$ cat src/rtl/y86_pkg.sv
// Shared Y86-64 encodings: icodes, status codes and the pipeline control state enum.
package y86_pkg;

  localparam logic [3:0] ICODE_HALT  = 4'h0;
  localparam logic [3:0] ICODE_NOP   = 4'h1;
  localparam logic [3:0] ICODE_MRMOV = 4'h5;
  localparam logic [3:0] ICODE_JXX   = 4'h7;
  localparam logic [3:0] ICODE_CALL  = 4'h8;
  localparam logic [3:0] ICODE_RET   = 4'h9;
  localparam logic [3:0] ICODE_POPQ  = 4'hB;

  localparam logic [3:0] REG_NONE = 4'hF;

  localparam logic [3:0] STAT_AOK = 4'd1;
  localparam logic [3:0] STAT_HLT = 4'd2;
  localparam logic [3:0] STAT_ADR = 4'd3;
  localparam logic [3:0] STAT_INS = 4'd4;

  typedef enum logic [1:0] {
    RUN    = 2'd0,
    DRAIN  = 2'd1,
    HALTED = 2'd2
  } pipe_state_e;

  // True for the status codes that stop the machine.
  function automatic logic is_exc_stat(input logic [3:0] stat);
    return (stat == STAT_HLT) || (stat == STAT_ADR) || (stat == STAT_INS);
  endfunction

endpackage

$ cat src/rtl/y86_hazard_detect.sv
// Combinational hazard terms: load-use, mispredict, ret in flight, exception in M/W.
module y86_hazard_detect
  import y86_pkg::*;
(
  input  logic [3:0] D_icode,
  input  logic [3:0] d_srcA,
  input  logic [3:0] d_srcB,
  input  logic [3:0] E_icode,
  input  logic [3:0] E_dstM,
  input  logic       e_Cnd,
  input  logic [3:0] M_icode,
  input  logic [3:0] m_stat,
  input  logic [3:0] W_stat,
  output logic       lu,
  output logic       mp,
  output logic       rt,
  output logic       ex
);

  always_comb begin
    lu = ((E_icode == ICODE_MRMOV) || (E_icode == ICODE_POPQ)) &&
         (E_dstM != REG_NONE) &&
         ((E_dstM == d_srcA) || (E_dstM == d_srcB));
    mp = (E_icode == ICODE_JXX) && !e_Cnd;
    rt = (D_icode == ICODE_RET) || (E_icode == ICODE_RET) || (M_icode == ICODE_RET);
    ex = is_exc_stat(m_stat) || is_exc_stat(W_stat);
  end

endmodule

$ cat src/rtl/pipe_ctrl_64.sv
// Y86-64 pipeline control: stall/bubble generation, run/drain/halt status FSM
// and wrapping performance counters.
module pipe_ctrl_64
  import y86_pkg::*;
#(
  parameter int CNT_W = 32
) (
  input  logic             clk,
  input  logic             rst,
  input  logic [3:0]       D_icode,
  input  logic [3:0]       d_srcA,
  input  logic [3:0]       d_srcB,
  input  logic [3:0]       E_icode,
  input  logic [3:0]       E_dstM,
  input  logic             e_Cnd,
  input  logic [3:0]       M_icode,
  input  logic [3:0]       m_stat,
  input  logic [3:0]       W_stat,
  input  logic [3:0]       W_icode,
  input  logic             dbg_freeze,
  output logic             F_stall,
  output logic             D_stall,
  output logic             D_bubble,
  output logic             E_bubble,
  output logic             M_bubble,
  output logic             W_stall,
  output logic [3:0]       cpu_stat,
  output logic             halted,
  output logic [CNT_W-1:0] cycle_cnt,
  output logic [CNT_W-1:0] retired_cnt,
  output logic [CNT_W-1:0] loaduse_cnt,
  output logic [CNT_W-1:0] mispred_cnt,
  output logic [CNT_W-1:0] ret_cnt
);

  logic lu, mp, rt, ex;

  y86_hazard_detect u_hazard (
    .D_icode (D_icode),
    .d_srcA  (d_srcA),
    .d_srcB  (d_srcB),
    .E_icode (E_icode),
    .E_dstM  (E_dstM),
    .e_Cnd   (e_Cnd),
    .M_icode (M_icode),
    .m_stat  (m_stat),
    .W_stat  (W_stat),
    .lu      (lu),
    .mp      (mp),
    .rt      (rt),
    .ex      (ex)
  );

  pipe_state_e      state_q, state_d;
  logic [3:0]       cpu_stat_q, cpu_stat_d;
  logic [CNT_W-1:0] cycle_cnt_q, cycle_cnt_d;
  logic [CNT_W-1:0] retired_cnt_q, retired_cnt_d;
  logic [CNT_W-1:0] loaduse_cnt_q, loaduse_cnt_d;
  logic [CNT_W-1:0] mispred_cnt_q, mispred_cnt_d;
  logic [CNT_W-1:0] ret_cnt_q, ret_cnt_d;
  logic             adv;
  logic             retire;

  assign adv    = (state_q != HALTED) && !dbg_freeze;
  assign retire = (W_icode != ICODE_NOP) && ((W_stat == STAT_AOK) || (W_stat == STAT_HLT));

  // Stall and bubble controls; D_bubble is masked by lu so stall always wins on D.
  always_comb begin
    F_stall  = 1'b0;
    D_stall  = 1'b0;
    D_bubble = 1'b0;
    E_bubble = 1'b0;
    M_bubble = 1'b0;
    W_stall  = 1'b0;
    if (state_q == HALTED) begin
      F_stall  = 1'b1;
      D_stall  = 1'b1;
      W_stall  = 1'b1;
      M_bubble = 1'b1;
    end else if (dbg_freeze) begin
      F_stall = 1'b1;
      D_stall = 1'b1;
      W_stall = 1'b1;
    end else begin
      F_stall  = lu || rt;
      D_stall  = lu;
      D_bubble = mp || (rt && !lu);
      E_bubble = mp || lu;
      M_bubble = ex;
      W_stall  = (W_stat != STAT_AOK);
    end
  end

  always_comb begin
    state_d       = state_q;
    cpu_stat_d    = cpu_stat_q;
    cycle_cnt_d   = cycle_cnt_q;
    retired_cnt_d = retired_cnt_q;
    loaduse_cnt_d = loaduse_cnt_q;
    mispred_cnt_d = mispred_cnt_q;
    ret_cnt_d     = ret_cnt_q;
    if (adv) begin
      // W_stat is checked first so it wins over a simultaneous m_stat fault.
      if (W_stat != STAT_AOK) begin
        state_d    = HALTED;
        cpu_stat_d = W_stat;
      end else if ((state_q == RUN) && (m_stat != STAT_AOK)) begin
        state_d = DRAIN;
      end
      cycle_cnt_d   = cycle_cnt_q + CNT_W'(1);
      retired_cnt_d = retired_cnt_q + CNT_W'(retire);
      loaduse_cnt_d = loaduse_cnt_q + CNT_W'(lu);
      mispred_cnt_d = mispred_cnt_q + CNT_W'(mp);
      ret_cnt_d     = ret_cnt_q + CNT_W'(rt && !lu);
    end
  end

  always_ff @(posedge clk or posedge rst) begin
    if (rst) begin
      state_q       <= RUN;
      cpu_stat_q    <= STAT_AOK;
      cycle_cnt_q   <= '0;
      retired_cnt_q <= '0;
      loaduse_cnt_q <= '0;
      mispred_cnt_q <= '0;
      ret_cnt_q     <= '0;
    end else begin
      state_q       <= state_d;
      cpu_stat_q    <= cpu_stat_d;
      cycle_cnt_q   <= cycle_cnt_d;
      retired_cnt_q <= retired_cnt_d;
      loaduse_cnt_q <= loaduse_cnt_d;
      mispred_cnt_q <= mispred_cnt_d;
      ret_cnt_q     <= ret_cnt_d;
    end
  end

  assign cpu_stat    = cpu_stat_q;
  assign halted      = (state_q == HALTED);
  assign cycle_cnt   = cycle_cnt_q;
  assign retired_cnt = retired_cnt_q;
  assign loaduse_cnt = loaduse_cnt_q;
  assign mispred_cnt = mispred_cnt_q;
  assign ret_cnt     = ret_cnt_q;

endmodule

$ cat config.mk
export PLATFORM = sky130hd
export DESIGN_NAME = pipe_ctrl_64
export DESIGN_NICKNAME = d
export VERILOG_FILES = /design/src/rtl/y86_pkg.sv /design/src/rtl/y86_hazard_detect.sv /design/src/rtl/pipe_ctrl_64.sv
export SDC_FILE = /design/constraint.sdc
export NUM_CORES = 1
export LEC_CHECK = 0
export ABC_CLOCK_PERIOD_IN_PS = 12300
export BUFFER_PORTS_ARGS = -buffer_cell sky130_fd_sc_hd__buf_2
export CORE_MARGIN = 2
export CORE_UTILIZATION = 35
export DETAILED_ROUTE_END_ITERATION = 8
export MAX_ROUTING_LAYER = met4
export PLACE_DENSITY = 0.63
export SLEW_MARGIN = 10
export SYNTH_ARGS = -nofsm -noshare
export SYNTH_HDL_FRONTEND = slang
export SYNTH_HIERARCHICAL = 1
export SYNTH_SLANG_ARGS = --single-unit
$ cat constraint.sdc
create_clock -name clk -period 12.3 [get_ports clk]
set_input_delay 1.845 -clock clk [delete_from_list [all_inputs] [get_ports clk]]
set_output_delay 1.845 -clock clk [all_outputs]
set_load 0.05 [all_outputs]
==> results of run 1 <==
-- metal layers --
metal / vias to the layer above / part of all wire, % / routed length, microns / GRT usage (%)
li1: 2832 / - / - / -
met5: - / 0 / 0 / -
met2: 148 / 47 / 8620 / 26.0
met4: 0 / 1.2 / 215 / 4.41
met1: 2855 / 48 / 8740 / 22.5
met3: 12 / 4.0 / 739 / 2.82
-- per-stage QoR --
step	cell area (sq um)	hold slack, ns	utilization, %
after floorplan	7690	0.451	-
after global placement	9070	0.455	41.8
after detailed placement	9070	0.459	41.8
after CTS	9670	0.472	44.6
after global routing	9670	0.500	44.6
final	9670	0.471	44.6
-- placed cells by master (no fill, tap or decap), drive strengths merged, types with 6 or more instances in the layout --
| master | instances |
|---|---|
| nand4 | 41 |
| buf | 211 |
| inv | 18 |
| xor2 | 47 |
| xnor2 | 113 |
| nand2 | 69 |
| clkbuf | 18 |
| nor3 | 21 |
| mux2 | 7 |
| and4 | 10 |
| nand3 | 62 |
| and3 | 24 |
| nor4 | 8 |
| dfrtp | 165 |
| nor4b | 6 |
| nor2 | 45 |
| and2 | 8 |
| ha | 10 |
-- worst max path at each step --
stage                  endpoint  depth (start not counted)
CTS                    D_bubble                          5
detailed placement     D_bubble                          5
global route           D_bubble                          5
global placement       D_bubble                          5
finish                  F_stall                          7
floorplan           cpu_stat[1]                          1
-- cell usage after synthesis (all sizes together), types with 2 or more instances --
cell type	number
nand4	41
dfrtp	165
or4	4
nand2	69
nor4	8
nor2b	2
ha	10
o22a	2
xor2	47
mux2i	2
clkbuf	4
nor4bb	2
nor3	21
nor2	45
nand3	62
or2	4
inv	12
mux2	7
and4	10
and2	8
buf	2
xnor2	113
nor3b	2
and3	24
nor4b	6
or3	4
-- state kept, by name (all words and copies together), names as in the netlist --
signal / cells
ret_cnt: 32
state_q: 2
retired_cnt: 32
mispred_cnt: 32
cycle_cnt: 32
loaduse_cnt: 32
cpu_stat: 4
-- cell families after synthesis --
group                      Yosys count  share of synthesized area (%)
adders and majority gates           10                           1.63
AOI/OAI and AO/OA                    7                          0.635
buffers and inverters               18                           1.07
xor gates and xnor gates           160                           18.2
DFF                                166                           54.0
and+or+nand+nor                    317                           23.1
muxes                                9                           1.29
-- area by class of cell --
| type | instances | area, sq um |
|---|---|---|
| Fill cell | 2109 | 12000 |
| Clock inverter | 14 | 163 |
| Sequential cell | 166 | 4160 |
| Inverter | 12 | 50.0 |
| Timing Repair Buffer | 211 | 1060 |
| Tap cell | 280 | 350 |
| Clock buffer | 18 | 439 |
| Multi-Input combinational cell | 503 | 3450 |
-- worst register-to-register path: stages, from the launching register on --
cell and delay [ns]:
dfrtp_1 0.39, ha_1 0.20, ha_1 0.17, and3_1 0.19, nand3_1 0.29, nor4b_2 0.73, nand4_1 0.20, xnor2_1 0.16
-- power breakdown --
part           switching (mW)  internal (mW)
Sequential             0.0246          0.571
Combinational           0.145         0.0468
Clock                   0.239          0.311
==> results_tabular.tex, run 1 <==
\begin{tabular}{lr}
\hline
Metric & Value \\
\hline
\multicolumn{2}{l}{\textbf{Status}} \\
Status & finished clean \\
\multicolumn{2}{l}{\textbf{Critical path}} \\
Startpoint of the worst setup timing path & E\_icode[1] \\
Worst setup slack for register-to-register paths & 9.87 ns \\
Critical-path top delay cell & or3\_1 \\
Largest fanout on the critical path & 4 \\
Worst setup SP type & input port \\
Number of buffer and inverter instances along the worst setup path & 2 \\
Cells traversed along the worst timing path & buf\_2, and3b\_2, o211ai\_1, a21oi\_1, or3\_1, or2\_2, buf\_2 \\
Setup CP Type & in2out \\
Kind of capture point of the worst setup path & primary output \\
Required time of the worst setup path & 10.45 ns \\
Crit path max-delay family & simple AND/OR/NAND/NOR gates \\
FF-to-FF End & retired\_cnt[26] \\
Crit-path most repeated cell & buf\_2 \\
Reg-to-Reg Start & retired\_cnt[0] \\
Worst-case reg-to-reg path depth & 7 \\
Arr. time, crit path & 3.39 ns \\
Longest individual stage delay on the worst path & 0.40 ns \\
\multicolumn{2}{l}{\textbf{Routing}} \\
Iteration count of the initial detailed-routing pass & 4 \\
Via count & 5,847 \\
DRC errors left & 0 \\
Number of routed nets with antenna violations & 0 \\
Wirelength per Cell & 15.2 microns \\
Per-cell via count in the routed design & 4.86 \\
Starting DRT DRC Count & 204 \\
Total routed wirelength & 18,300 microns \\
\multicolumn{2}{l}{\textbf{Synth}} \\
Instance count of the mapped netlist & 687 \\
Share of Yosys cell area claimed by the top area cell type & 53.7\% \\
Net count after synthesis & 737 \\
Yosys Warn Count & 6 \\
Synth async-reset ratio & 100\% \\
Area leader, netlist & dfrtp\_1 \\
Number of flip-flops and latches in the synthesized netlist & 166 \\
Top FF cell, synth & dfrtp\_1 \\
Share of synthesized area occupied by flip-flops and latches & 54.0\% \\
Ranking of synthesized cells by area & dfrtp\_1, xnor2\_1, xor2\_1 \\
Mapped Avg Cell Area & 11.2 sq um \\
Unique cell type count in the Yosys netlist & 44 \\
Total standard cell area after synthesis & 7690 sq um \\
EDFF count, synth & 0 \\
\multicolumn{2}{l}{\textbf{Worst hold path}} \\
Hold-critical path endpoint & mispred\_cnt[31] \\
Hold\_sp & mispred\_cnt[31] \\
Worst Hold Path Cells & 1 \\
Hold/Removal Path Class & reg2reg \\
\multicolumn{2}{l}{\textbf{Cells and area}} \\
NumNets Final & 961 \\
Ant diodes & 0 \\
Final std cells w/o fill & 1,204 \\
Fraction of layout cells with a size suffix above 1 & 29.5\% \\
Post-synthesis to final-layout area growth & 25.8\% \\
\multicolumn{2}{l}{\textbf{Global routing}} \\
Number of global-route vias before repair & 5,797 \\
Global-route usage over all layers & 16.6\% \\
Final global-route overflow total & 0 \\
First-pass GRT wire length & 30,500 microns \\
Initial antenna violation count & 0 \\
Pin count of the biggest net entering global routing & 96 \\
\multicolumn{2}{l}{\textbf{Power}} \\
Total leakage power & 4.97 nW \\
PD cells & 138 nW/um\^{}2 \\
Maximum vdd ir drop & 0.0988 mV \\
Post-layout power & 1.34 mW \\
\multicolumn{2}{l}{\textbf{STA}} \\
Clock skew after layout & 0.0118 ns \\
Setup violators final & 0 \\
Setup Total Neg Slack & 0 ns \\
Share of the clock period used by the worst path & 42.5\% \\
Worst-margin pin slew & 0.932 ns \\
Number of failing hold endpoints at the final stage & 0 \\
Worst-case headroom to the max-slew limit & 37.9\% \\
Crit path setup slack, layout & 7.07 ns \\
Max Freq & 191 MHz \\
Max-slew violation count & 0 \\
Fin crit period & 5.23 ns \\
Unrepaired setup endpoints after global routing & false \\
\multicolumn{2}{l}{\textbf{CTS}} \\
TritonCTS buffer count & 17 \\
Setup Buffers After CTS & 0 \\
Count of clock tree sinks & 166 \\
Quantity of hold-fixing buffers added after cts & 0 \\
Depth of the CTS H-tree & 4 \\
Quantity of gates resized following cts & 0 \\
Maximum buffer depth of the clock tree & 2 \\
TritonCTS clock tree & built \\
Clock latency of the later-clocked register in the worst-skew pair & 0.42 ns \\
CTS clock-pin slew for the worst setup and hold paths & 0.06 ns \\
Clock root buffer & clkbuf\_16 \\
\multicolumn{2}{l}{\textbf{Floorplanning}} \\
Height of the die & 152 microns \\
Standard cell core area & 21,700 sq um \\
Starting utilization of the core area & 35.5\% \\
Floorplan die area & 23,200 sq um \\
Die width & 152 microns \\
Total number of placement rows & 54 \\
I/O pin count & 211 \\
\multicolumn{2}{l}{\textbf{Place}} \\
Post-Place Worst Slack & 6.99 ns \\
DP Cell Count & 1,172 \\
Last weighted congestion value of the routability-driven placer & 0.830 \\
Post-detail-place hpwl & 13,200 microns \\
Number of buffers inserted by port buffering & 210 \\
\multicolumn{2}{l}{\textbf{Run}} \\
Maximum capacitance violations & 0 \\
\hline
\end{tabular}
Note: power is estimated with default switching activity, not from simulation.
==> run 2, diff against run 1 <==
ABC_AREA = 1   (was unset)
ABC_CLOCK_PERIOD_IN_PS = 4400   (was 12300)
PLACE_DENSITY = 0.64   (was 0.63)
clock period = 4.4 ns   (was 12.3 ns; I/O delays follow)
==> results_tabular.tex, run 2 <==
\begin{tabular}{lr}
\hline
Metric & Value \\
\hline
\multicolumn{2}{l}{\textbf{Power}} \\
Sequential group share of total power & 47.2\% (+2.7 points) \\
Post-layout power & 3.25 mW (+140\%) \\
Cell-internal power & 2.54 mW (+170\%) \\
Sw Ratio & 21.7\% (-8.9 points) \\
Fraction of power consumed by the clock network & 49.9\% (+8.8 points) \\
Power share of the combinational group & 2.9\% (-12 points) \\
Total leakage power & 6.24 nW (+25\%) \\
Switching Power & 705 uW (+72\%) \\
PD cells & 274 nW/um\^{}2 (+98\%) \\
Maximum vdd ir drop & 0.266 mV (+170\%) \\
\multicolumn{2}{l}{\textbf{Routing}} \\
Starting DRT DRC Count & 577 (+180\%) \\
Number of routed nets with antenna violations & 0 (unchanged) \\
Total routed wirelength & 26,200 microns (+43\%) \\
Wirelength per Cell & 13.6 microns (-10\%) \\
Per-cell via count in the routed design & 4.78 (-1.6\%) \\
DRC errors left & 0 (unchanged) \\
Iteration count of the initial detailed-routing pass & 5 (+1) \\
Via count & 9,203 (+57\%) \\
\multicolumn{2}{l}{\textbf{Synth}} \\
Commonest cells post-synth & nand2\_1, nor2\_1, dfrtp\_1, inv\_1, nand3\_1 \\
Ranking of synthesized cells by area & dfrtp\_1, nand2\_1, nor2\_1 \\
Top FF cell, synth & dfrtp\_1 \\
Synth async-reset ratio & 100\% (unchanged) \\
Number of flip-flops and latches in the synthesized netlist & 166 (unchanged) \\
Net count after synthesis & 1,362 (+85\%) \\
Yosys Warn Count & 6 (unchanged) \\
Share of synthesized area occupied by flip-flops and latches & 42.7\% (-11 points) \\
Share of Yosys cell area claimed by the top area cell type & 42.5\% (-11 points) \\
Most common cell in the netlist & nand2\_1 \\
Mapped Avg Cell Area & 7.41 sq um (-34\%) \\
Total standard cell area after synthesis & 9720 sq um (+26\%) \\
Area leader, netlist & dfrtp\_1 \\
EDFF count, synth & 0 (unchanged) \\
Instance count of the mapped netlist & 1,312 (+91\%) \\
Unique cell type count in the Yosys netlist & 36 (-18\%) \\
\multicolumn{2}{l}{\textbf{Cells and area}} \\
Multi-input logic area & 4970 sq um (+44\%) \\
NumNets Final & 1,585 (+65\%) \\
\# fillers & 2,833 (+34\%) \\
Final std cells w/o fill & 1,925 (+60\%) \\
Footprint of the flip-flops and latches & 4160 sq um (unchanged) \\
Fraction of layout cells with a size suffix above 1 & 19.8\% (-9.7 points) \\
Commonest non-fill, non-tap cells in the layout & nand2\_1, buf\_2, nor2\_1 \\
Post-synthesis to final-layout area growth & 21.7\% \\
Leading cell type in the layout, fill and taps excluded & nand2\_1 \\
Ant diodes & 0 (unchanged) \\
\multicolumn{2}{l}{\textbf{CTS}} \\
TritonCTS clock tree & built \\
Count of clock tree sinks & 166 (unchanged) \\
Clock root buffer & clkbuf\_16 \\
Depth of the CTS H-tree & 4 (unchanged) \\
CTS clock-pin slew for the worst setup and hold paths & 0.06 ns (about the same) \\
Quantity of hold-fixing buffers added after cts & 0 (unchanged) \\
TritonCTS buffer count & 17 (unchanged) \\
Maximum buffer depth of the clock tree & 2 (unchanged) \\
Clock latency of the later-clocked register in the worst-skew pair & 0.42 ns (about the same) \\
Quantity of gates resized following cts & 0 (unchanged) \\
Setup Buffers After CTS & 0 (unchanged) \\
\multicolumn{2}{l}{\textbf{Place}} \\
DP Cell Count & 1,894 (+62\%) \\
Last weighted congestion value of the routability-driven placer & 0.904 (+9.0\%) \\
Number of buffers inserted by port buffering & 210 (unchanged) \\
Post-detail-place hpwl & 19,800 microns (+50\%) \\
\multicolumn{2}{l}{\textbf{Floorplanning}} \\
Die width & 171 microns (+12\%) \\
I/O pin count & 211 (unchanged) \\
Standard cell core area & 27,600 sq um (+27\%) \\
Floorplan die area & 29,100 sq um (+26\%) \\
Starting utilization of the core area & 35.3\% (-0.17 points) \\
Height of the die & 171 microns (+12\%) \\
Total number of placement rows & 61 (+13\%) \\
\multicolumn{2}{l}{\textbf{STA}} \\
Worst-case headroom to the max-slew limit & 40.8\% (+2.9 points) \\
Fin crit period & 2.74 ns \\
Setup violators final & 0 (unchanged) \\
Clock skew after layout & 0.0176 ns (+0.00578 ns) \\
Max-slew violation count & 0 (unchanged) \\
Share of the clock period used by the worst path & 62.2\% \\
Worst-margin pin slew & 0.888 ns (-0.0431 ns) \\
Max Freq & 365 MHz \\
Unrepaired setup endpoints after global routing & false \\
Setup Total Neg Slack & 0 ns (unchanged) \\
Number of failing hold endpoints at the final stage & 0 (unchanged) \\
\multicolumn{2}{l}{\textbf{Run}} \\
Maximum capacitance violations & 0 (unchanged) \\
\multicolumn{2}{l}{\textbf{Status}} \\
Status & finished clean \\
\multicolumn{2}{l}{\textbf{Critical path}} \\
Largest fanout on the critical path & 3 (-1) \\
Setup CP Type & in2reg \\
Arr. time, crit path & 3.03 ns (-0.36 ns) \\
Worst-case reg-to-reg path depth & 9 (+2) \\
Worst setup SP type & input port \\
Required time of the worst setup path & 4.69 ns (-5.76 ns) \\
Kind of capture point of the worst setup path & register \\
\multicolumn{2}{l}{\textbf{Global routing}} \\
Number of global-route vias before repair & 8,474 (+46\%) \\
First-pass GRT wire length & 42,100 microns (+38\%) \\
Final global-route overflow total & 0 (unchanged) \\
Initial antenna violation count & 0 (unchanged) \\
Pin count of the biggest net entering global routing & 167 (+74\%) \\
Global-route usage over all layers & 18.5\% (+1.9 points) \\
\multicolumn{2}{l}{\textbf{Worst hold path}} \\
Worst Hold Path Cells & 2 (+1) \\
Hold/Removal Path Class & reg2reg \\
\hline
\end{tabular}
-- run 2: cell families (layout without fill, tap and decap cells) --
group | Yosys count | in the layout | share of synthesized area (%)
simple gates | 886 | 886 | 41.6
flops | 166 | 166 | 42.7
buf+inv | 147 | 382 | 6.18
xor+xnor | 70 | 70 | 6.31
compound gates | 32 | 32 | 1.78
fa+ha+maj | 10 | 10 | 1.29
mux | 1 | 1 | 0.103
-- run 2: through the flow --
stage                     hold WS (ns)  util (%)  setup WS [ns]  area, sq um
final                            0.498      43.0           1.66        11800
after global routing             0.529      43.0           1.61        11800
after CTS                        0.502      43.0           1.77        11800
after detailed placement         0.485      40.7           1.35        11200
after global placement           0.482      40.7           1.49        11200
after floorplan                  0.513         -           1.63         9730
-- run 2: worst paths after layout --
kind,from,to,slack (ns)
max,E_icode[3],mispred_cnt[22],1.66
min,mispred_cnt[31],mispred_cnt[31],0.50
max reg2reg,state_q[1],cycle_cnt[30],2.24
min reg2reg,mispred_cnt[31],mispred_cnt[31],0.50
max in group asynchronous,rst,ret_cnt[7],3.24
min in group asynchronous,rst,mispred_cnt[7],0.51
-- run 2: critical path, stage by stage --
cell	delay [ns]
buf_2	0.11
inv_1	0.04
nand2_1	0.05
nor3_1	0.61
ha_1	0.33
ha_1	0.18
inv_1	0.06
nor2_1	0.20
nand2_2	0.13
nor2_1	0.20
nand2_1	0.12
o21ai_0	0.23
nand2_1	0.10
-- run 2: metal layers --
| layer | vias to the layer above | wire [microns] | part of all wire [%] | track usage, % |
|---|---|---|---|---|
| li1 | 4566 | - | - | - |
| met1 | 4324 | 12000 | 46 | 24.2 |
| met2 | 281 | 12400 | 47 | 29.8 |
| met3 | 32 | 1380 | 5.3 | 2.71 |
| met4 | 0 | 442 | 1.7 | 5.57 |
| met5 | - | 0 | 0 | - |
-- run 2: power by group through the flow --
stage	clock [mW]	sequential [mW]	combinational [mW]
2_1_floorplan	0	1.57	0.0457
3_3_place_gp	0	1.56	0.0971
3_5_place_dp	0	1.56	0.0987
4_1_cts	1.67	1.53	0.0990
5_1_grt	1.74	1.53	0.110
6_report	1.62	1.53	0.0950
-- run 2: area by class of cell --
cell class,instances,area share (%)
multi-input combinational,999,42.0
sequential,166,35.1
clock inverter,10,1.42
timing repair buffer,214,9.24
inverter,137,4.38
clock buffer,21,3.89
tap,378,4.00
==> run 3, diff against run 2 <==
ABC_CLOCK_PERIOD_IN_PS = 2760   (was 4400)
PLACE_DENSITY = 0.61   (was 0.64)
clock period = 2.76 ns   (was 4.4 ns; I/O delays follow)
==> results_tabular.tex, run 3 (same netlist as run 2, synthesis figures left out) <==
\begin{tabular}{lr}
\hline
Metric & Value \\
\hline
\multicolumn{2}{l}{\textbf{Status}} \\
Status & finished clean \\
\multicolumn{2}{l}{\textbf{Global routing}} \\
Met1 Usage GRT & 24.4\% (+0.14 points) \\
Pin count of the biggest net entering global routing & 85 (-49\%) \\
GR met3 Demand/Resource & 3.03\% (+0.32 points) \\
Initial antenna violation count & 0 (unchanged) \\
Number of global-route vias before repair & 8,442 (-0.38\%) \\
Global-route usage over all layers & 18.6\% (+0.12 points) \\
First-pass GRT wire length & 42,400 microns (+0.69\%) \\
Final global-route overflow total & 0 (unchanged) \\
Global routing met2 resource utilization & 30.0\% (+0.19 points) \\
Busiest grt layer & met2 \\
\multicolumn{2}{l}{\textbf{Floorplanning}} \\
Starting utilization of the core area & 35.3\% (unchanged) \\
Total number of placement rows & 61 (unchanged) \\
I/O pin count & 211 (unchanged) \\
Floorplan die area & 29,100 sq um (unchanged) \\
Die width & 171 microns (unchanged) \\
Standard cell core area & 27,600 sq um (unchanged) \\
Height of the die & 171 microns (unchanged) \\
\multicolumn{2}{l}{\textbf{CTS}} \\
Maximum buffer depth of the clock tree & 2 (unchanged) \\
CTS clock-pin slew for the worst setup and hold paths & 0.07 ns (about the same) \\
Quantity of gates resized following cts & 0 (unchanged) \\
TritonCTS clock tree & built \\
Clock latency of the later-clocked register in the worst-skew pair & 0.42 ns (about the same) \\
Quantity of hold-fixing buffers added after cts & 0 (unchanged) \\
Count of clock tree sinks & 166 (unchanged) \\
TritonCTS buffer count & 17 (unchanged) \\
Depth of the CTS H-tree & 4 (unchanged) \\
Clock root buffer & clkbuf\_16 \\
Setup Buffers After CTS & 0 (unchanged) \\
\multicolumn{2}{l}{\textbf{Routing}} \\
Total routed wirelength & 26,000 microns (-0.73\%) \\
Iteration count of the initial detailed-routing pass & 5 (unchanged) \\
Per-cell via count in the routed design & 4.68 (-2.0\%) \\
DRC errors left & 0 (unchanged) \\
Via count & 9,035 (-1.8\%) \\
Wirelength per Cell & 13.5 microns (-0.94\%) \\
Starting DRT DRC Count & 548 (-5.0\%) \\
Number of routed nets with antenna violations & 0 (unchanged) \\
\multicolumn{2}{l}{\textbf{Critical path}} \\
Startpoint of the worst setup timing path & state\_q[0] \\
Setup CP Type & reg2out \\
Kind of capture point of the worst setup path & primary output \\
Crit-path most repeated cell & nand2\_4 \\
Worst setup SP type & register \\
Crit path max-delay family & simple AND/OR/NAND/NOR gates \\
Critical-path top delay cell & nand2\_4 \\
Largest fanout on the critical path & 30 (+27) \\
Arr. time, crit path & 1.84 ns (-1.19 ns) \\
Number of buffer and inverter instances along the worst setup path & 2 (-1) \\
Reg-to-Reg Start & mispred\_cnt[0] \\
Cells traversed along the worst timing path & inv\_2, nand2\_4, nand2\_4, nor2\_1, buf\_2 \\
Required time of the worst setup path & 2.35 ns (-2.34 ns) \\
Longest individual stage delay on the worst path & 0.53 ns (-0.08 ns) \\
\multicolumn{2}{l}{\textbf{Cells and area}} \\
Ant diodes & 0 (unchanged) \\
NumNets Final & 1,588 (+0.19\%) \\
Commonest non-fill, non-tap cells in the layout & nand2\_1, buf\_2, nor2\_1 \\
Leading cell type in the layout, fill and taps excluded & nand2\_1 \\
Fraction of layout cells with a size suffix above 1 & 20.2\% (+0.34 points) \\
Final standard cell utilization of the core & 42.9\% (-0.055 points) \\
Post-synthesis to final-layout area growth & 21.6\% \\
\multicolumn{2}{l}{\textbf{Power}} \\
Maximum vdd ir drop & 0.270 mV (+1.5\%) \\
PD cells & 417 nW/um\^{}2 (+52\%) \\
Post-layout power & 4.93 mW (+52\%) \\
Total leakage power & 6.23 nW (-0.21\%) \\
\multicolumn{2}{l}{\textbf{STA}} \\
Share of the clock period used by the worst path & 81.8\% \\
Setup Total Neg Slack & 0 ns (unchanged) \\
Clock skew after layout & 0.0145 ns (-0.00312 ns) \\
Max-slew violation count & 0 (unchanged) \\
Number of failing hold endpoints at the final stage & 0 (unchanged) \\
Worst-margin pin slew & 0.725 ns (-0.164 ns) \\
Worst-case headroom to the max-slew limit & 51.6\% (+11 points) \\
Setup violators final & 0 (unchanged) \\
Unrepaired setup endpoints after global routing & false \\
Fin crit period & 2.26 ns \\
Max Freq & 443 MHz \\
\multicolumn{2}{l}{\textbf{Run}} \\
Maximum capacitance violations & 0 (unchanged) \\
\multicolumn{2}{l}{\textbf{Place}} \\
Post-detail-place hpwl & 19,600 microns (-1.2\%) \\
Number of buffers inserted by port buffering & 210 (unchanged) \\
Last weighted congestion value of the routability-driven placer & 0.873 (-3.4\%) \\
\multicolumn{2}{l}{\textbf{Worst hold path}} \\
Hold/Removal Path Class & in2async \\
\hline
\end{tabular}
run 3: power breakdown:
| part | switching, mW | internal [mW] | total, mW |
|---|---|---|---|
| Combinational | 0.109 | 0.0461 | 0.155 |
| Sequential | 0.00243 | 2.44 | 2.44 |
| Clock | 1.06 | 1.28 | 2.33 |
| Total | 1.17 | 3.76 | 4.93 |
run 3: final timing paths:
path                                         to  slack (ns)  depth (start not counted)
worst max-delay path                   D_bubble        0.50                          5
worst min-delay path             mispred_cnt[6]        0.11                          3
worst max register to register  mispred_cnt[22]        0.93                          9
worst min register to register      cpu_stat[1]        0.48                          2
max in group asynchronous           ret_cnt[18]        2.21                          3
min in group clk                    cpu_stat[0]        0.29                          3
run 3: layout make-up:
class                      count  area [sq um]
clock buffer                  18           439
timing repair buffer         217          1140
inverter                     137           518
clock inverter                14           126
tap                          378           473
sequential                   166          4160
fill                        2847         15700
multi-input combinational    999          4970
run 3: worst min-delay path: cells and delay by family:
kind | cells | cell delay [ns]
buffers and inverters | 3 | 0.53
run 3: layer usage:
metal,vias up,wire length (microns)
met1,4231,12300
met4,0,372
li1,4556,-
met3,26,1220
met5,-,0
met2,222,12200
run 3: metrics by stage:
step | worst slack [ns] | std cells | hold WS [ns] | area, sq um
detailed placement | 0.180 | 1897 | 0.469 | 11300
global route | 0.341 | 1929 | 0.165 | 11800
CTS | 0.441 | 1929 | 0.152 | 11800
global placement | 0.229 | 1897 | 0.468 | 11300
floorplan | 0.234 | 1312 | 0.513 | 9730
finish | 0.501 | 1929 | 0.108 | 11800
